File: src/rtl/ssd_scan_driver.sv
// ---------------------------------------------------------------------------
// ssd_scan_driver
//
// Time-multiplexed driver for NUM_DIGITS common-anode seven-segment digits.
// One digit is selected at a time; each digit slot lasts 2^SCAN_DIV_BITS
// clocks, and a full scan of all digits is one frame.
//
// The game/status logic writes new content into a shadow buffer with a
// single-cycle load strobe. That content is copied into the active (displayed)
// buffer only at a frame boundary, so a frame is never torn. A load that lands
// exactly on the frame boundary bypasses the shadow and goes straight to the
// active buffer.
//
// Other display features:
//   - per-digit enable and decimal-point masks (buffered with the digits);
//   - leading-zero blanking (live level input);
//   - 16-level PWM brightness within each digit slot (live level input).
//
// Ports:
//   ClkPort     in   system clock
//   Reset       in   asynchronous, active-high reset
//   value       in   4*NUM_DIGITS hex nibbles, digit 0 is the rightmost
//   dp_in       in   decimal point request per digit, 1 = lit
//   digit_en    in   per-digit enable, 0 = digit dark
//   load        in   single-cycle strobe capturing value/dp_in/digit_en
//   lz_blank    in   1 = blank leading zero digits
//   brightness  in   PWM duty, lit fraction (brightness+1)/16
//   anode       out  active-low digit selects
//   cathode     out  active-low segments {a,b,c,d,e,f,g}
//   dp          out  active-low decimal point
//   frame_tick  out  one-cycle pulse the cycle after each frame wrap
//   pending     out  1 = shadow holds content not yet displayed
// ---------------------------------------------------------------------------
module ssd_scan_driver #(
    parameter int NUM_DIGITS    = 8,
    parameter int SCAN_DIV_BITS = 18
) (
    input  logic                    ClkPort,
    input  logic                    Reset,
    input  logic [4*NUM_DIGITS-1:0] value,
    input  logic [NUM_DIGITS-1:0]   dp_in,
    input  logic [NUM_DIGITS-1:0]   digit_en,
    input  logic                    load,
    input  logic                    lz_blank,
    input  logic [3:0]              brightness,
    output logic [NUM_DIGITS-1:0]   anode,
    output logic [6:0]              cathode,
    output logic                    dp,
    output logic                    frame_tick,
    output logic                    pending
);

    // A single digit still needs a 1-bit index so the select logic stays uniform.
    localparam int IDX_W = (NUM_DIGITS > 1) ? $clog2(NUM_DIGITS) : 1;
    localparam logic [IDX_W-1:0] LAST_IDX = IDX_W'(NUM_DIGITS - 1);

    // Scan state
    logic [SCAN_DIV_BITS-1:0] r_prescaler;
    logic [IDX_W-1:0]         r_index;
    logic                     r_frameTick;

    // Double buffer
    logic [4*NUM_DIGITS-1:0]  r_shadowVal;
    logic [NUM_DIGITS-1:0]    r_shadowDp;
    logic [NUM_DIGITS-1:0]    r_shadowEn;
    logic [4*NUM_DIGITS-1:0]  r_activeVal;
    logic [NUM_DIGITS-1:0]    r_activeDp;
    logic [NUM_DIGITS-1:0]    r_activeEn;
    logic                     r_pending;

    // Registered pin drivers
    logic [NUM_DIGITS-1:0]    r_anode;
    logic [6:0]               r_cathode;
    logic                     r_dp;

    // Combinational helpers
    logic                     w_digitTick;
    logic                     w_frameBoundary;
    logic [NUM_DIGITS-1:0]    w_blank;
    logic                     w_zeroRun;
    logic [3:0]               w_curNibble;
    logic                     w_curEn;
    logic                     w_curDp;
    logic                     w_curBlank;
    logic                     w_pwmOn;
    logic                     w_lit;
    logic [NUM_DIGITS-1:0]    w_anodeNext;

    // Hex to active-low {a,b,c,d,e,f,g} segment pattern.
    function automatic logic [6:0] segDecode(input logic [3:0] nib);
        logic [6:0] seg;
        case (nib)
            4'h0: seg = 7'b0000001;
            4'h1: seg = 7'b1001111;
            4'h2: seg = 7'b0010010;
            4'h3: seg = 7'b0000110;
            4'h4: seg = 7'b1001100;
            4'h5: seg = 7'b0100100;
            4'h6: seg = 7'b0100000;
            4'h7: seg = 7'b0001111;
            4'h8: seg = 7'b0000000;
            4'h9: seg = 7'b0000100;
            4'hA: seg = 7'b0001000;
            4'hB: seg = 7'b1100000;
            4'hC: seg = 7'b0110001;
            4'hD: seg = 7'b1000010;
            4'hE: seg = 7'b0110000;
            default: seg = 7'b0111000;
        endcase
        return seg;
    endfunction

    // The slot ends on the last prescaler count; the frame ends when that
    // happens on the last digit.
    assign w_digitTick     = &r_prescaler;
    assign w_frameBoundary = w_digitTick && (r_index == LAST_IDX);

    // Free-running prescaler and digit index.
    always_ff @(posedge ClkPort or posedge Reset) begin
        if (Reset) begin
            r_prescaler <= '0;
            r_index     <= '0;
            r_frameTick <= 1'b0;
        end else begin
            r_prescaler <= r_prescaler + 1'b1;
            r_frameTick <= w_frameBoundary;
            if (w_digitTick) begin
                if (r_index == LAST_IDX) begin
                    r_index <= '0;
                end else begin
                    r_index <= r_index + 1'b1;
                end
            end
        end
    end

    // Shadow/active buffers. The active copy changes only on the frame
    // boundary; a load on that very cycle wins over the older shadow content.
    always_ff @(posedge ClkPort or posedge Reset) begin
        if (Reset) begin
            r_shadowVal <= '0;
            r_shadowDp  <= '0;
            r_shadowEn  <= '0;
            r_activeVal <= '0;
            r_activeDp  <= '0;
            r_activeEn  <= '0;
            r_pending   <= 1'b0;
        end else if (w_frameBoundary) begin
            if (load) begin
                r_activeVal <= value;
                r_activeDp  <= dp_in;
                r_activeEn  <= digit_en;
                r_pending   <= 1'b0;
            end else if (r_pending) begin
                r_activeVal <= r_shadowVal;
                r_activeDp  <= r_shadowDp;
                r_activeEn  <= r_shadowEn;
                r_pending   <= 1'b0;
            end
        end else if (load) begin
            r_shadowVal <= value;
            r_shadowDp  <= dp_in;
            r_shadowEn  <= digit_en;
            r_pending   <= 1'b1;
        end
    end

    // Leading-zero blanking: walk down from the most significant digit while
    // every nibble seen so far is zero. Digit 0 is never blanked.
    always_comb begin
        w_blank   = '0;
        w_zeroRun = lz_blank;
        for (int i = NUM_DIGITS - 1; i >= 1; i--) begin
            w_zeroRun  = w_zeroRun && (r_activeVal[4*i +: 4] == 4'h0);
            w_blank[i] = w_zeroRun;
        end
    end

    // Select the currently scanned digit's content.
    always_comb begin
        w_curNibble = 4'h0;
        w_curEn     = 1'b0;
        w_curDp     = 1'b0;
        w_curBlank  = 1'b0;
        for (int i = 0; i < NUM_DIGITS; i++) begin
            if (r_index == IDX_W'(i)) begin
                w_curNibble = r_activeVal[4*i +: 4];
                w_curEn     = r_activeEn[i];
                w_curDp     = r_activeDp[i];
                w_curBlank  = w_blank[i];
            end
        end
    end

    // PWM uses the top four prescaler bits, so the lit window is always at
    // the start of each slot.
    assign w_pwmOn = (r_prescaler[SCAN_DIV_BITS-1 -: 4] <= brightness);
    assign w_lit   = w_curEn && !w_curBlank && w_pwmOn;

    // One-hot-low anode pattern; at most one bit can ever be low.
    always_comb begin
        w_anodeNext = '1;
        for (int i = 0; i < NUM_DIGITS; i++) begin
            if (w_lit && (r_index == IDX_W'(i))) begin
                w_anodeNext[i] = 1'b0;
            end
        end
    end

    // Registered pin stage: everything dark unless the scanned digit is lit.
    always_ff @(posedge ClkPort or posedge Reset) begin
        if (Reset) begin
            r_anode   <= '1;
            r_cathode <= 7'h7F;
            r_dp      <= 1'b1;
        end else begin
            r_anode   <= w_anodeNext;
            r_cathode <= w_lit ? segDecode(w_curNibble) : 7'h7F;
            r_dp      <= w_lit ? ~w_curDp : 1'b1;
        end
    end

    assign anode      = r_anode;
    assign cathode    = r_cathode;
    assign dp         = r_dp;
    assign frame_tick = r_frameTick;
    assign pending    = r_pending;

endmodule

File: config.mk
export PLATFORM = sky130hd
export DESIGN_NAME = ssd_scan_driver
export DESIGN_NICKNAME = d
export VERILOG_FILES = /design/src/rtl/ssd_scan_driver.sv
export SDC_FILE = /design/constraint.sdc
export NUM_CORES = 1
export LEC_CHECK = 0
export ABC_CLOCK_PERIOD_IN_PS = 6200
export CAP_MARGIN = 15
export CELL_PAD_IN_SITES_DETAIL_PLACEMENT = 0
export CELL_PAD_IN_SITES_GLOBAL_PLACEMENT = 1
export CORE_UTILIZATION = 45
export CTS_CLUSTER_SIZE = 24
export DETAILED_ROUTE_END_ITERATION = 8
export HOLD_SLACK_MARGIN = 0.03
export PLACE_DENSITY_LB_ADDON = 0.2
export SLEW_MARGIN = 20
export SYNTH_ARGS = -nofsm -noshare
export SYNTH_HDL_FRONTEND = slang
export SYNTH_SLANG_ARGS = --single-unit
export TNS_END_PERCENT = 50
File: constraint.sdc
create_clock -name ClkPort -period 6.2 [get_ports ClkPort]
set_input_delay 1.24 -clock ClkPort [delete_from_list [all_inputs] [get_ports ClkPort]]
set_output_delay 1.24 -clock ClkPort [all_outputs]
set_load 0.03 [all_outputs]
# Word-level counts from Yosys, hierarchy flattened
# Memory sizes are Yosys's and may differ from the RTL's.
# Cells that the tools add are included.
[op_classes] add_sub_neg=2 mul=0 div_mod_pow=0 order_cmp=1 eq_ne=7 n_shift=0 muxes=50 n_bitwise=2 n_reduce_logical=32
[ops] op="32-bit two-way mux" count=2
[ops] op="1-bit two-way mux" count=34
[ops] op="4-bit two-way mux" count=8
[ops] op="8-bit two-way mux" count=4
[ops] op="4-bit zero test" count=7
[ops] op="18-bit by 1-bit adder with 18-bit output (second input constant)" count=1
[ops] op="1-bit logical AND" count=18
[ops] op="18-bit AND reduction" count=1
[ops] op="3-bit == test (second input constant)" count=4
[ops] op="7-bit two-way mux" count=1
[ops] op="3-bit by 2-bit == test with 1-bit output (second input constant)" count=2
[ops] op="4-bit less-or-equal comparator" count=1
[ops] op="2-bit AND reduction" count=2
[ops] op="2-bit nonzero test" count=2
[ops] op="3-bit by 1-bit adder with 3-bit output (second input constant)" count=1
[ops] op="3-bit by 1-bit == test with 1-bit output (second input constant)" count=1
[ops] op="3-bit zero test" count=1
[ops] op="3-bit two-way mux" count=1
[ops] op="1-bit inverter" count=2
[ops] op="1-bit zero test" count=1
[totals] ff_bits=135 latchBits=0 mem_bits_rw=0 romBits=112 in_bits=56 out_inout_bits=18 wordCells=108 memories=1
[memory_table] name="(no name shown)" depth=16 word_bits=7 rd=1 rd_clocked_by_memory_dff=0 wr=0 line_no="92" rtl="case (nib)"

# Longest topological paths before layout
[logic_depth] depth_word=20 depth_mapped=16 depth_no_buf=13

# Least setup slack after synthesis
# No wires, ideal clock.
[synth_timing] kind="input to register" startpoint="in brightness[1]" endpoint="reg r_cathode[4], in the netlist cathode[4]" setup_time_ns=0.094 arrival_ns=2.692 t_required_ns=6.106 slack_ns=3.414 stages=10 n_path_buf=1 path_cell_list="inv_1 ha_1 nor2b_1 o21ai_0 nand2b_1 a21oi_1 a41oi_1 nor3_1 buf_2 o221ai_1"
[synth_via] elab_chain_len=3
[synth_rtl] element="start, declared" line_no="45" rtl="input logic [3:0] brightness,"
[synth_rtl] element="4-bit less-or-equal comparator" line_no="197" rtl="assign w_pwmOn = (r_prescaler[SCAN_DIV_BITS-1 -: 4] <= brightness);"
[synth_rtl] element="1-bit logical AND" line_no="198" rtl="assign w_lit = w_curEn && !w_curBlank && w_pwmOn;"
[synth_rtl] element="7-bit two-way mux" line_no="218" rtl="r_cathode <= w_lit ? segDecode(w_curNibble) : 7'h7F;"
[synth_rtl] element="end signal, assigned" line_no="218"
[synth_rtl] element="end, declared" line_no="73" rtl="logic [6:0] r_cathode;"
# No other way between the ends.
# A chain may end at the register's enable or synchronous reset.

# Final worst setup path
[layout_timing] startpoint="reg r_index[0]" endpoint="reg r_cathode[5], in the netlist cathode[5]"
[layout_via] elab_chain_len=12 word_cells_on_any_way=36 cone_classes="7 x eq/ne; 24 x mux; 4 x reduce/logical; 1 x memory"
[layout_rtl] element="start, declared" line_no="59" rtl="logic [IDX_W-1:0] r_index;"
[layout_rtl] element="start signal, assigned" line_no="131" rtl="r_index <= r_index + 1'b1;"
[layout_rtl] element="parallel branches: the longest is 11 deep, another holds memory 16 x 7 bit"
[layout_rtl] element="7-bit two-way mux (*)" line_no="218"
# Mark *: on every way between the ends.

==> impl_metrics.toml <==
[yosys]
async_reset_ff_share_pct = 100.0
syn_nets = 659
yosysWarnings = 0
yosysSeqAreaShare_pct = 52.37
synth_area_um2 = 6489
synth_seq_cells = 135
synth_edf_count = 0
syn_inst = 587
synth_cell_types = 50
avgSynthCellArea_um2 = 11.05
synthFlopType = "dfrtp_1"

[detailed_routing]
drt-total-wl_um = 13650
first_iter_violations = 265
drc_errors = 0
num_vias = 4558
final_antenna_net_count = 0
viasPerCell = 5.388
dr.pass1.iters = 5
routedWlPerCell_um = 16.13

[clock_tree]
cts_hold_buf = 0
cts_buffers = 17
clock-sinks = 135
cts_resized = 0
cts_setup_buffers = 0
root_buffer = "clkbuf_16"
clockBufferDepth = 2
clkSlewWorstSetupHoldPaths_ns = 0.06
htreeDepth = 4
clk_latency_ns = 0.42
tritoncts = "built"

[final_layout]
fill_cells = 1213
final_area_um2 = 7875
diodes = 0
drive_above_1_share_pct = 17.42
mostFrequentLayoutCells = "dfrtp_1 (119), nand2_1 (76), clkdlybuf4s50_1 (72), mux2i_1 (52), mux2_2 (49)"
multi_input_area_um2 = 2811
final_common_cell = "dfrtp_1"
seqCellArea_um2 = 3398
fin_nets = 725
areaGrowthSynthToFinish_pct = 21.37
final_util_pct = 56.30

[floorplan]
fp.dieW_um = 122.1
die-area_um2 = 14900
io_pins = 74
core-area_um2 = 13990
die_y_um = 122.1
initial_core_util_pct = 46.39
fp-row-count = 43

[power_and_ir_drop]
p_int_mw = 1.577
switching_power_mw = 0.5002
fin_total_pwr_mw = 2.077
power.leakage_nw = 3.444
seqPwrFrac_pct = 46.0
pwr-share-comb_pct = 8.8
cellPowerDensity_nw_per_um2 = 263.7
clock_power_share_pct = 45.2
p_sw_share_pct = 24.08
ir_drop_mv = 0.1494

[worst_setup_path]
critPathArrivalTime_ns = 3.89
endpoint_kind = "flop"
cp-start-kind = "flop"
r2r-end = "cathode[5]"
crit_required_ns = 6.47
timing.rr.start = "r_index[0]"
reg2reg_depth = 11
cp_max_fo = 14
r2r_slack_ns = 2.58
path_class = "reg2reg"

[status]
status = "finished clean"

[hold_path]
hp-class = "reg2reg"
hold_start = "r_prescaler[13]"
min_path_cells = 1
holdPathEnd = "r_prescaler[13]"

[timing]
finalHoldViolCount = 0
rsz0062_at_grt = "no"
setup-violations-final = 0
post-route-period-util_pct = 58.38
finalWorstPathRequiredPeriod_ns = 3.620
slew_headroom_pct = 37.50
max_freq_mhz = 276.3
finalSetupTns_ns = 0
skew_ns = 0.006879
worst_pin_slew_ns = 0.9374
finalMaxSlewViolations = 0

[global_routing]
grt-ovfl-total = 0
grt_max_degree = 76
grt_pass1_vias = 4632
grt_pass1_wl_um = 23230
grt_use_total_pct = 20.47
antenna_found_initial = 0

[place]
place.gp.congestion = 0.8330
place.port_buffers = 73
placed_area_um2 = 7317
dp_hpwl_um = 9357

[run]
cap_violations = 0
[worst max path at each step]
| stage | startpoint | end | slack, ns |
|---|---|---|---|
| 3_5_place_dp | load | r_activeVal[26] | 2.36 |
| 5_1_grt | r_index[0] | cathode[5] | 2.29 |
| 4_1_cts | r_index[0] | cathode[5] | 2.52 |
| 2_1_floorplan | Reset | frame_tick | 1.38 |
| 3_3_place_gp | load | r_activeVal[27] | 2.45 |
| 6_report | r_index[0] | cathode[5] | 2.58 |
[kinds of logic (layout without fill, tap and decap cells)]
| kind of cell | count (synthesis) | count (layout) | share of synthesized area [%] |
|---|---|---|---|
| simple gates | 146 | 146 | 10.53 |
| flops | 135 | 135 | 52.37 |
| compound gates | 115 | 115 | 10.89 |
| mux | 101 | 101 | 16.53 |
| buf+inv | 58 | 137 | 4.435 |
| fa+ha+maj | 16 | 16 | 3.085 |
| xor+xnor | 16 | 16 | 2.160 |
[critical path, stage by stage (launching register included)]
cell and delay, ns:
dfrtp_1 0.40, inv_1 0.12, ha_1 0.55, nor2b_1 0.45, a221oi_1 0.16, o31ai_1 0.26, o21ai_0 0.14, a21oi_1 0.45
inv_1 0.13, ha_1 0.32, nor2_1 0.05, o311ai_0 0.44
[final cells by class]
class / count / share of cell area (%)
clock inverters: 15 / 1.684
inverters: 23 / 1.128
clock buffers: 17 / 5.402
well taps: 180 / 2.860
flip-flops and latches: 135 / 43.15
multi-input cells: 394 / 35.70
repair buffers: 82 / 10.07
[per-stage QoR]
stage	cells	worst slack [ns]	hold slack, ns
after floorplan	587	1.375	0.4311
after global placement	814	2.449	0.4570
after detailed placement	814	2.357	0.4686
after CTS	846	2.524	0.4772
after global routing	846	2.290	0.5033
final	846	2.580	0.4690
[flip-flops by register name, indices dropped and copies added, names as in the netlist, 8 cells and up]
register     count
r_activeVal     32
r_shadowVal     32
r_prescaler     18
anode            8
r_activeDp       8
r_activeEn       8
r_shadowDp       8
r_shadowEn       8
[cell usage after synthesis, drive strengths merged (2+ instances only)]
master / n / area (µm²)
inv: 22 / 82.58
a2bb2oi: 4 / 35.03
nand3: 12 / 65.06
buf: 21 / 145.1
o221ai: 2 / 17.52
o22ai: 2 / 12.51
dfstp: 16 / 420.4
a221o: 4 / 40.04
nand2: 76 / 285.3
a41oi: 2 / 17.52
clkbuf: 14 / 56.30
nand4: 4 / 40.04
o21ai: 59 / 295.3
dfrtp: 119 / 2978
o211ai: 2 / 15.01
nor3: 7 / 45.04
mux2i: 52 / 520.5
nor4: 5 / 31.28
nor2b: 3 / 18.77
and3: 3 / 18.77
xor2: 5 / 43.79
or4: 6 / 45.04
o311ai: 2 / 17.52
mux2: 49 / 551.8
ha: 16 / 200.2
a21oi: 19 / 95.09
nor2: 24 / 92.59
nand2b: 3 / 18.77
o31ai: 2 / 15.01
xnor2: 11 / 96.34
o2111ai: 2 / 17.52
a221oi: 9 / 78.83
[metal layers]
layer / global-route usage (%) / wire [µm] / up-vias
met2: 32.03 / 6422 / 102
met5: 0 / 0 / -
li1: - / - / 2217
met4: 7.622 / 148 / 0
met1: 28.01 / 6527 / 2225
met3: 4.260 / 552 / 14
[power by group through the flow]
stage | sequential, mW | clock [mW] | combinational, mW
floorplan | 0.966 | 0 | 0.113
global placement | 0.968 | 0 | 0.181
detailed placement | 0.970 | 0 | 0.187
CTS | 0.955 | 0.962 | 0.188
global route | 0.960 | 1.00 | 0.204
finish | 0.955 | 0.938 | 0.184
Note: power is estimated with default switching activity, not from simulation.
